===== config.mk =====
export PLATFORM = sky130hd
export DESIGN_NAME = ili_frame_sequencer
export DESIGN_NICKNAME = d
export VERILOG_FILES = /design/src/rtl/ili_pkg.sv /design/src/rtl/ili_init_rom.sv /design/src/rtl/ili_frame_sequencer.sv
export SDC_FILE = /design/constraint.sdc
export NUM_CORES = 1
export LEC_CHECK = 0
export ABC_CLOCK_PERIOD_IN_PS = 5010
export CORE_UTILIZATION = 53
export DETAILED_ROUTE_END_ITERATION = 8
export PLACE_DENSITY = 0.84
export SLEW_MARGIN = 5
export SYNTH_ARGS = -nofsm -noshare
export SYNTH_HDL_FRONTEND = slang
export SYNTH_SLANG_ARGS = --single-unit

===== constraint.sdc =====
create_clock -name clk -period 5.01 [get_ports clk]
set_input_delay 1.002 -clock clk [delete_from_list [all_inputs] [get_ports clk]]
set_output_delay 1.002 -clock clk [all_outputs]
set_load 0.05 [all_outputs]

===== src/rtl/ili_pkg.sv =====
// ----------------------------------------------------------------------------
// ili_pkg
// Shared definitions for the ILI-style panel frame sequencer:
//   - state_t     : sequencer state encoding (main phases plus send substates)
//   - ROM entry   : 10-bit init entries (bit 9 = delay flag, 10'h3FF = end)
//   - commands    : CASET / PASET / RAMWR opcodes
//   - win_word()  : the 11-word address-window preamble sent before each frame
// ----------------------------------------------------------------------------
package ili_pkg;

    typedef enum logic [3:0] {
        ST_HW_RST,      // panel reset held low
        ST_HW_WAIT,     // panel reset released, settling
        ST_INIT_FETCH,  // read next init ROM entry
        ST_DELAY,       // init-sequence millisecond delay
        ST_FRAME_IDLE,  // waiting for frame_go
        ST_WIN,         // stream the window preamble
        ST_PIX_HI,      // fetch pixel, send high byte
        ST_PIX_LO,      // send low byte
        ST_PIX_NEXT,    // advance pixel coordinates
        ST_ISSUE,       // send substate: strobe word into SPI master
        ST_WAIT_BUSY,   // send substate: wait for master to go busy
        ST_WAIT_DONE    // send substate: wait for master to finish
    } state_t;

    // Init ROM entry encoding.
    localparam int         ROM_AW        = 4;
    localparam int         ROM_DELAY_BIT = 9;
    localparam logic [9:0] ROM_END       = 10'h3FF;

    // Panel commands (sent with D/C = 0).
    localparam logic [7:0] CMD_CASET = 8'h2A;
    localparam logic [7:0] CMD_PASET = 8'h2B;
    localparam logic [7:0] CMD_RAMWR = 8'h2C;

    localparam logic [3:0] WIN_WORDS = 4'd11;

    function automatic logic [9:0] rom_send(input logic [8:0] word);
        return {1'b0, word};
    endfunction

    function automatic logic [9:0] rom_delay(input logic [7:0] ms);
        return {1'b1, 1'b0, ms};
    endfunction

    // Window preamble: full-panel column range, full-panel row range, then
    // RAMWR. Start coordinates are always zero.
    function automatic logic [8:0] win_word(input logic [3:0]  idx,
                                            input logic [15:0] col_last,
                                            input logic [15:0] row_last);
        logic [8:0] word;
        case (idx)
            4'd0:       word = {1'b0, CMD_CASET};
            4'd1, 4'd2: word = 9'h100;
            4'd3:       word = {1'b1, col_last[15:8]};
            4'd4:       word = {1'b1, col_last[7:0]};
            4'd5:       word = {1'b0, CMD_PASET};
            4'd6, 4'd7: word = 9'h100;
            4'd8:       word = {1'b1, row_last[15:8]};
            4'd9:       word = {1'b1, row_last[7:0]};
            default:    word = {1'b0, CMD_RAMWR};
        endcase
        return word;
    endfunction

endpackage


===== src/rtl/ili_init_rom.sv =====
// ----------------------------------------------------------------------------
// ili_init_rom
// Combinational panel init table. Each entry is either a word to send
// (bit 9 = 0, bits 8:0 = D/C + byte) or a delay in ms (bit 9 = 1, bits 7:0).
// Unused addresses read as END so the fetch loop always terminates.
// Ports:
//   i_index  in   ROM_AW  entry address
//   o_entry  out  10      entry contents
// ----------------------------------------------------------------------------
module ili_init_rom
    import ili_pkg::*;
(
    input  logic [ROM_AW-1:0] i_index,
    output logic [9:0]        o_entry
);

    always_comb begin
        // NOTE: every path of a combinational block must assign every output;
        // the default arm guarantees that here, so no latch is inferred.
        case (i_index)
            4'd0:    o_entry = rom_send(9'h001);   // software reset
            4'd1:    o_entry = rom_delay(8'd5);
            4'd2:    o_entry = rom_send(9'h011);   // sleep out
            4'd3:    o_entry = rom_delay(8'd120);
            4'd4:    o_entry = rom_send(9'h03A);   // pixel format
            4'd5:    o_entry = rom_send(9'h155);   //   16 bpp
            4'd6:    o_entry = rom_send(9'h029);   // display on
            default: o_entry = ROM_END;
        endcase
    end

endmodule


===== src/rtl/ili_frame_sequencer.sv =====
// ----------------------------------------------------------------------------
// ili_frame_sequencer
// Drives an SPI master to bring up an ILI-style panel (hardware reset, init
// ROM playback) and then streams full RGB565 frames on request.
// Ports:
//   clk, rst      clock / synchronous active-low reset (shared with SPI master)
//   spi_idle      in   SPI master idle flag
//   spi_data      out  word to SPI master, bit 8 = D/C
//   spi_valid     out  one-cycle load strobe
//   lcd_rst_n     out  panel hardware reset
//   frame_go      in   level; start/continue frames (sampled in FRAME_IDLE)
//   pixel_data    in   RGB565 for (pixel_x, pixel_y)
//   pixel_x/y     out  current pixel coordinates
//   pixel_rd      out  one-cycle strobe, pixel_data sampled this cycle
//   init_done     out  sticky init-complete flag
//   frame_done    out  one-cycle pulse after the last pixel word
//   busy          out  high whenever not in FRAME_IDLE
// ----------------------------------------------------------------------------
module ili_frame_sequencer
    import ili_pkg::*;
#(
    parameter int DATA_SIZE    = 9,
    parameter int TICKS_PER_MS = 50000,
    parameter int WIDTH        = 240,
    parameter int HEIGHT       = 320,
    parameter int RST_HOLD_MS  = 10,
    parameter int RST_WAIT_MS  = 120
)
(
    input  logic                 clk,
    input  logic                 rst,
    input  logic                 spi_idle,
    output logic [DATA_SIZE-1:0] spi_data,
    output logic                 spi_valid,
    output logic                 lcd_rst_n,
    input  logic                 frame_go,
    input  logic [15:0]          pixel_data,
    output logic [8:0]           pixel_x,
    output logic [8:0]           pixel_y,
    output logic                 pixel_rd,
    output logic                 init_done,
    output logic                 frame_done,
    output logic                 busy
);

    localparam logic [31:0] HOLD_CYCLES = 32'(RST_HOLD_MS * TICKS_PER_MS);
    localparam logic [31:0] WAIT_CYCLES = 32'(RST_WAIT_MS * TICKS_PER_MS);
    localparam logic [8:0]  X_LAST      = 9'(WIDTH - 1);
    localparam logic [8:0]  Y_LAST      = 9'(HEIGHT - 1);
    localparam logic [15:0] COL_LAST    = 16'(WIDTH - 1);
    localparam logic [15:0] ROW_LAST    = 16'(HEIGHT - 1);

    state_t                r_state,    w_state_nxt;
    state_t                r_ret,      w_ret_nxt;   // caller to resume after a send
    logic [31:0]           r_cnt,      w_cnt_nxt;
    logic [ROM_AW-1:0]     r_rom_idx,  w_rom_idx_nxt;
    logic [3:0]            r_win_idx,  w_win_idx_nxt;
    logic [DATA_SIZE-1:0]  r_spi_data, w_spi_data_nxt;
    logic [7:0]            r_pix_lo,   w_pix_lo_nxt; // high byte goes out immediately
    logic [8:0]            r_x,        w_x_nxt;
    logic [8:0]            r_y,        w_y_nxt;
    logic                  r_init_done, w_init_done_nxt;
    logic [9:0]            w_entry;

    ili_init_rom u_rom (
        .i_index (r_rom_idx),
        .o_entry (w_entry)
    );

    always_ff @(posedge clk) begin
        // NOTE: state registers use non-blocking assignment so every flop
        // samples the pre-edge values regardless of statement order.
        if (!rst) begin
            r_state     <= ST_HW_RST;
            r_ret       <= ST_FRAME_IDLE;
            r_cnt       <= HOLD_CYCLES;
            r_rom_idx   <= '0;
            r_win_idx   <= '0;
            r_spi_data  <= '0;
            r_pix_lo    <= '0;
            r_x         <= '0;
            r_y         <= '0;
            r_init_done <= 1'b0;
        end else begin
            r_state     <= w_state_nxt;
            r_ret       <= w_ret_nxt;
            r_cnt       <= w_cnt_nxt;
            r_rom_idx   <= w_rom_idx_nxt;
            r_win_idx   <= w_win_idx_nxt;
            r_spi_data  <= w_spi_data_nxt;
            r_pix_lo    <= w_pix_lo_nxt;
            r_x         <= w_x_nxt;
            r_y         <= w_y_nxt;
            r_init_done <= w_init_done_nxt;
        end
    end

    always_comb begin
        w_state_nxt     = r_state;
        w_ret_nxt       = r_ret;
        w_cnt_nxt       = r_cnt;
        w_rom_idx_nxt   = r_rom_idx;
        w_win_idx_nxt   = r_win_idx;
        w_spi_data_nxt  = r_spi_data;
        w_pix_lo_nxt    = r_pix_lo;
        w_x_nxt         = r_x;
        w_y_nxt         = r_y;
        w_init_done_nxt = r_init_done;
        spi_valid       = 1'b0;
        pixel_rd        = 1'b0;
        frame_done      = 1'b0;

        case (r_state)
            // Counters are loaded on entry and run down to zero inclusive,
            // so a phase of N cycles-worth lasts N+1 cycles.
            ST_HW_RST: begin
                if (r_cnt == '0) begin
                    w_state_nxt = ST_HW_WAIT;
                    w_cnt_nxt   = WAIT_CYCLES;
                end else begin
                    w_cnt_nxt   = r_cnt - 32'd1;
                end
            end

            ST_HW_WAIT, ST_DELAY: begin
                if (r_cnt == '0) w_state_nxt = ST_INIT_FETCH;
                else             w_cnt_nxt   = r_cnt - 32'd1;
            end

            ST_INIT_FETCH: begin
                if (w_entry == ROM_END) begin
                    w_init_done_nxt = 1'b1;
                    w_state_nxt     = ST_FRAME_IDLE;
                end else if (w_entry[ROM_DELAY_BIT]) begin
                    w_cnt_nxt     = 32'(w_entry[7:0]) * 32'(TICKS_PER_MS);
                    w_rom_idx_nxt = r_rom_idx + 1'b1;
                    w_state_nxt   = ST_DELAY;
                end else begin
                    w_spi_data_nxt = DATA_SIZE'(w_entry[8:0]);
                    w_rom_idx_nxt  = r_rom_idx + 1'b1;
                    w_ret_nxt      = ST_INIT_FETCH;
                    w_state_nxt    = ST_ISSUE;
                end
            end

            ST_FRAME_IDLE: begin
                if (frame_go) begin
                    w_win_idx_nxt = '0;
                    w_state_nxt   = ST_WIN;
                end
            end

            ST_WIN: begin
                if (r_win_idx == WIN_WORDS) begin
                    w_state_nxt = ST_PIX_HI;
                end else begin
                    w_spi_data_nxt = DATA_SIZE'(win_word(r_win_idx, COL_LAST, ROW_LAST));
                    w_win_idx_nxt  = r_win_idx + 4'd1;
                    w_ret_nxt      = ST_WIN;
                    w_state_nxt    = ST_ISSUE;
                end
            end

            ST_PIX_HI: begin
                pixel_rd       = 1'b1;
                w_pix_lo_nxt   = pixel_data[7:0];
                w_spi_data_nxt = DATA_SIZE'({1'b1, pixel_data[15:8]});
                w_ret_nxt      = ST_PIX_LO;
                w_state_nxt    = ST_ISSUE;
            end

            ST_PIX_LO: begin
                w_spi_data_nxt = DATA_SIZE'({1'b1, r_pix_lo});
                w_ret_nxt      = ST_PIX_NEXT;
                w_state_nxt    = ST_ISSUE;
            end

            ST_PIX_NEXT: begin
                w_state_nxt = ST_PIX_HI;
                if (r_x == X_LAST) begin
                    w_x_nxt = '0;
                    if (r_y == Y_LAST) begin
                        w_y_nxt     = '0;
                        frame_done  = 1'b1;
                        w_state_nxt = ST_FRAME_IDLE;
                    end else begin
                        w_y_nxt = r_y + 9'd1;
                    end
                end else begin
                    w_x_nxt = r_x + 9'd1;
                end
            end

            // The strobe is gated by spi_idle so it is only ever presented
            // to an idle master, and lasts exactly the one accepting cycle.
            ST_ISSUE: begin
                if (spi_idle) begin
                    spi_valid   = 1'b1;
                    w_state_nxt = ST_WAIT_BUSY;
                end
            end

            ST_WAIT_BUSY: begin
                if (!spi_idle) w_state_nxt = ST_WAIT_DONE;
            end

            ST_WAIT_DONE: begin
                if (spi_idle) w_state_nxt = r_ret;
            end

            default: w_state_nxt = ST_HW_RST;
        endcase
    end

    assign spi_data  = r_spi_data;
    assign lcd_rst_n = (r_state != ST_HW_RST);
    assign busy      = (r_state != ST_FRAME_IDLE);
    assign init_done = r_init_done;
    assign pixel_x   = r_x;
    assign pixel_y   = r_y;

endmodule

==> impl_metrics.csv <==
group,metric,value,unit
run_status,status,"finished clean",
synthesis,synth_cells,783,
detailed_routing,highest_layer,"met4",
sta,maxSlewHeadroom,37.0,%
clock_network,clock-sinks,91,
floorplan,start_util,54.8,%
critical_path,crit_chain,"inv_1 > ha_4 > nor3_4 > a21oi_4 > buf_4 > nand2_1 > ha_1 > ha_1 > fa_1 > ha_1 > ha_1 > a211oi_2 > o21ai_0 > and4b_1 > o41ai_4 > o21ai_1 > xnor2_1 > a31o_1",
clock_network,worstSkewPairLatency,0.36,ns
sta,fmax,206,MHz
global_route,overflow,0,
floorplan,die_h,111,um
global_route,grt_pass1_vias,5546,
place,post-dp-hpwl,11400,um
synthesis,synth_warnings,0,
sta,holdWs,0.455,ns
job,max-cap-violations,0,
place,portBuffers,52,
synthesis,yosys-top-cells-area,"dfxtp_1 29%, ha_1 10%, nor2_1 5.5%, a21oi_1 5.3%, nand2_1 5.1%",
sta,worstMarginPinSlew,0.938,ns
critical_path,critPathRequiredTime,5.26,ns
critical_path,worstReg2RegStart,"r_rom_idx[0]$_SDFFE_PN0P_",
layout,finish.net_count,910,
sta,setup_tns,0,ns
critical_path,crit_path_max_incr_delay,0.47,ns
floorplan,fp.dieW,111,um
synthesis,synth_edf_count,0,
detailed_routing,route.detailed.drc,0,
floorplan,core,0.0115,sq mm
floorplan,num_rows,39,
layout,fin_area,0.00739,sq mm
detailed_routing,met3_length,818,um
detailed_routing,m1WireLength,6960,um
place,preCtsSetupSlack,0.0288,ns
global_route,grt_pass1_wl,26400,um
layout,multi_input_comb_area,0.00428,sq mm
layout,syn_to_final_growth,17.2,%
sta,finalCriticalPeriod,4.85,ns
synthesis,ys.flop_type,"dfxtp_1",
detailed_routing,wl_met2,7920,um
critical_path,worst-path-buf-inv,2,
place,gp_congestion,0.940,
detailed_routing,drtIter0Drc,381,
critical_path,end_kind,"register",
layout,most-common-layout-cells,"93 x nor2_1, 89 x dfxtp_1, 83 x nand2_1, 66 x a21oi_1, 52 x clkdlybuf4s50_1",
global_route,antenna_found_initial,0,
layout,nFillCells,939,
global_route,grt_max_degree,39,
critical_path,critical_path_arrival,5.09,ns
critical_path,crit_fanout,8,
detailed_routing,routed_wire_length_per_instance,16.5,um
sta,period_share,96.8,%
detailed_routing,vias_per_cell,6.01,
sta,slew_viol_final,0,
power_and_ir_drop,p_leak,0.00304,uW
clock_network,cts_tree,"done",
synthesis,avgSynthCellArea,8.05,sq um
clock_network,clock_path_buffers,2,
clock_network,clk_pin_slew,0.07,ns
critical_path,cpLargestDelayFamily,"adder cells",
synthesis,synth_seq_cells,91,
critical_path,crit_top_cell,"ha_1",
synthesis,synthDistinctLibCells,82,
synthesis,synth_top_area_share,28.9,%
worst_hold_path,holdCritStartpoint,"r_pix_lo[0]$_SDFFE_PN0P_",
worst_hold_path,min_path_type,"register to register",
sta,worst_slack,0.161,ns
synthesis,syn_area,0.00631,sq mm
sta,finalSetupViolations,0,
synthesis,async_flop_share,0,%
power_and_ir_drop,p_total,4190,uW
synthesis,synth_top_cell_by_area,"dfxtp_1",
critical_path,critPathSlowestCell,"fa_1",
clock_network,htree_levels,3,
layout,final_common_cell,"nor2_1",
synthesis,syn-num-nets,864,
power_and_ir_drop,ir_drop,0.000348,V
floorplan,die_area,0.0123,sq mm
detailed_routing,wirelength,16100,um
global_route,grt_util_all_layers,26.3,%
sta,skew,0.00816,ns
layout,layout-drive-gt1-share,9.83,%
critical_path,startpoint_type,"register",
clock_network,cts-root-buf,"clkbuf_16",
clock_network,hold_buffers,0,
synthesis,seq_area_frac_synth,28.9,%
power_and_ir_drop,power_per_cell_area,567,mW/mm^2
layout,regArea,0.00182,sq mm
detailed_routing,ant_nets,0,
critical_path,critPathKind,"register to register",
clock_network,postCtsSetupBuffers,0,
sta,hold_viol_final,0,
detailed_routing,vias,5875,
clock_network,cts_buffers,9,
layout,antennaDiodeCount,0,
place,dpl_cell_area,0.00699,sq mm
floorplan,io_pins,53,
detailed_routing,dr.pass1.iters,5,
critical_path,startpoint,"r_rom_idx[0]$_SDFFE_PN0P_",
[worst reg2reg max path: stages, from the launching register on]
cell      delay [ns]
dfxtp_2         0.40
inv_1           0.14
ha_4            0.20
nor3_4          0.30
a21oi_4         0.09
buf_4           0.19
nand2_1         0.15
ha_1            0.28
ha_1            0.31
fa_1            0.47
ha_1            0.30
ha_1            0.30
a211oi_2        0.33
o21ai_0         0.22
and4b_1         0.27
o41ai_4         0.32
o21ai_1         0.13
xnor2_1         0.13
a31o_1          0.20
[routing by layer]
metal / GRT usage (%) / up-vias
met2: 46.0 / 218
met4: 10.4 / 0
met5: 0 / -
met1: 32.8 / 2745
li1: - / 2880
met3: 3.55 / 32
[registers in the layout, summed over array words and instances (netlist names), named ones only]
signal / flops
r_cnt: 32
pixel_x: 9
pixel_y: 9
spi_data: 9
r_pix_lo: 8
r_ret: 4
r_rom_idx: 4
r_state: 4
r_win_idx: 4
init_done: 1
[report_power, final]
part | internal (uW) | total (uW) | switching, uW
Sequential | 836 | 952 | 116
Combinational | 955 | 2510 | 1560
Clock | 401 | 729 | 328
Total | 2190 | 4190 | 2000
[synth_stat cells, types with 8 or more instances]
library cell	count
nor2_1	93
dfxtp_1	91
nand2_1	85
a21oi_1	67
ha_1	51
o21ai_0	41
inv_1	39
xor2_1	29
nor3_1	25
xnor2_1	21
clkbuf_1	18
a31oi_1	16
nand4_1	16
nand2b_1	11
fa_1	10
nand3_1	10
nor4_1	9
buf_2	8
[layout make-up]
class,count,area share [%]
inverters,40,2.03
clock inverters,7,1.27
well taps,143,2.42
clock buffers,9,3.05
multi-input cells,619,57.9
repair buffers,68,8.67
flip-flops and latches,91,24.7
[cell families after synthesis]
| group | synth area share, % |
|---|---|
| compound gates | 19.5 |
| xor+xnor | 6.94 |
| fa+ha+maj | 13.3 |
| buf+inv | 4.88 |
| flops | 28.9 |
| mux | 1.87 |
| other cells | 0.0595 |
| simple gates | 24.6 |
[stage by stage]
| step | utilization, % | cells |
|---|---|---|
| 2_1_floorplan | - | 783 |
| 3_3_place_gp | 60.7 | 961 |
| 3_5_place_dp | 60.7 | 961 |
| 4_1_cts | 63.5 | 977 |
| 5_1_grt | 64.2 | 977 |
| 6_report | 64.2 | 977 |
[worst paths after layout]
path,endpoint,slack (ns),depth (start not counted)
max,r_cnt[23]$_SDFFE_PN0P_,0.16,18
min,r_pix_lo[0]$_SDFFE_PN0P_,0.46,2
max reg2reg,r_cnt[23]$_SDFFE_PN0P_,0.16,18
min reg2reg,r_pix_lo[0]$_SDFFE_PN0P_,0.46,2
[timing repair]
action / CTS / global route
gates resized for setup: 2 / 17
setup endpoints to repair: 1 / 8
gates cloned: 0 / 0
pin swaps: 0 / 1
endpoints found under the hold margin: 0 / 0
No activity file was read; power rests on OpenSTA's default activity.
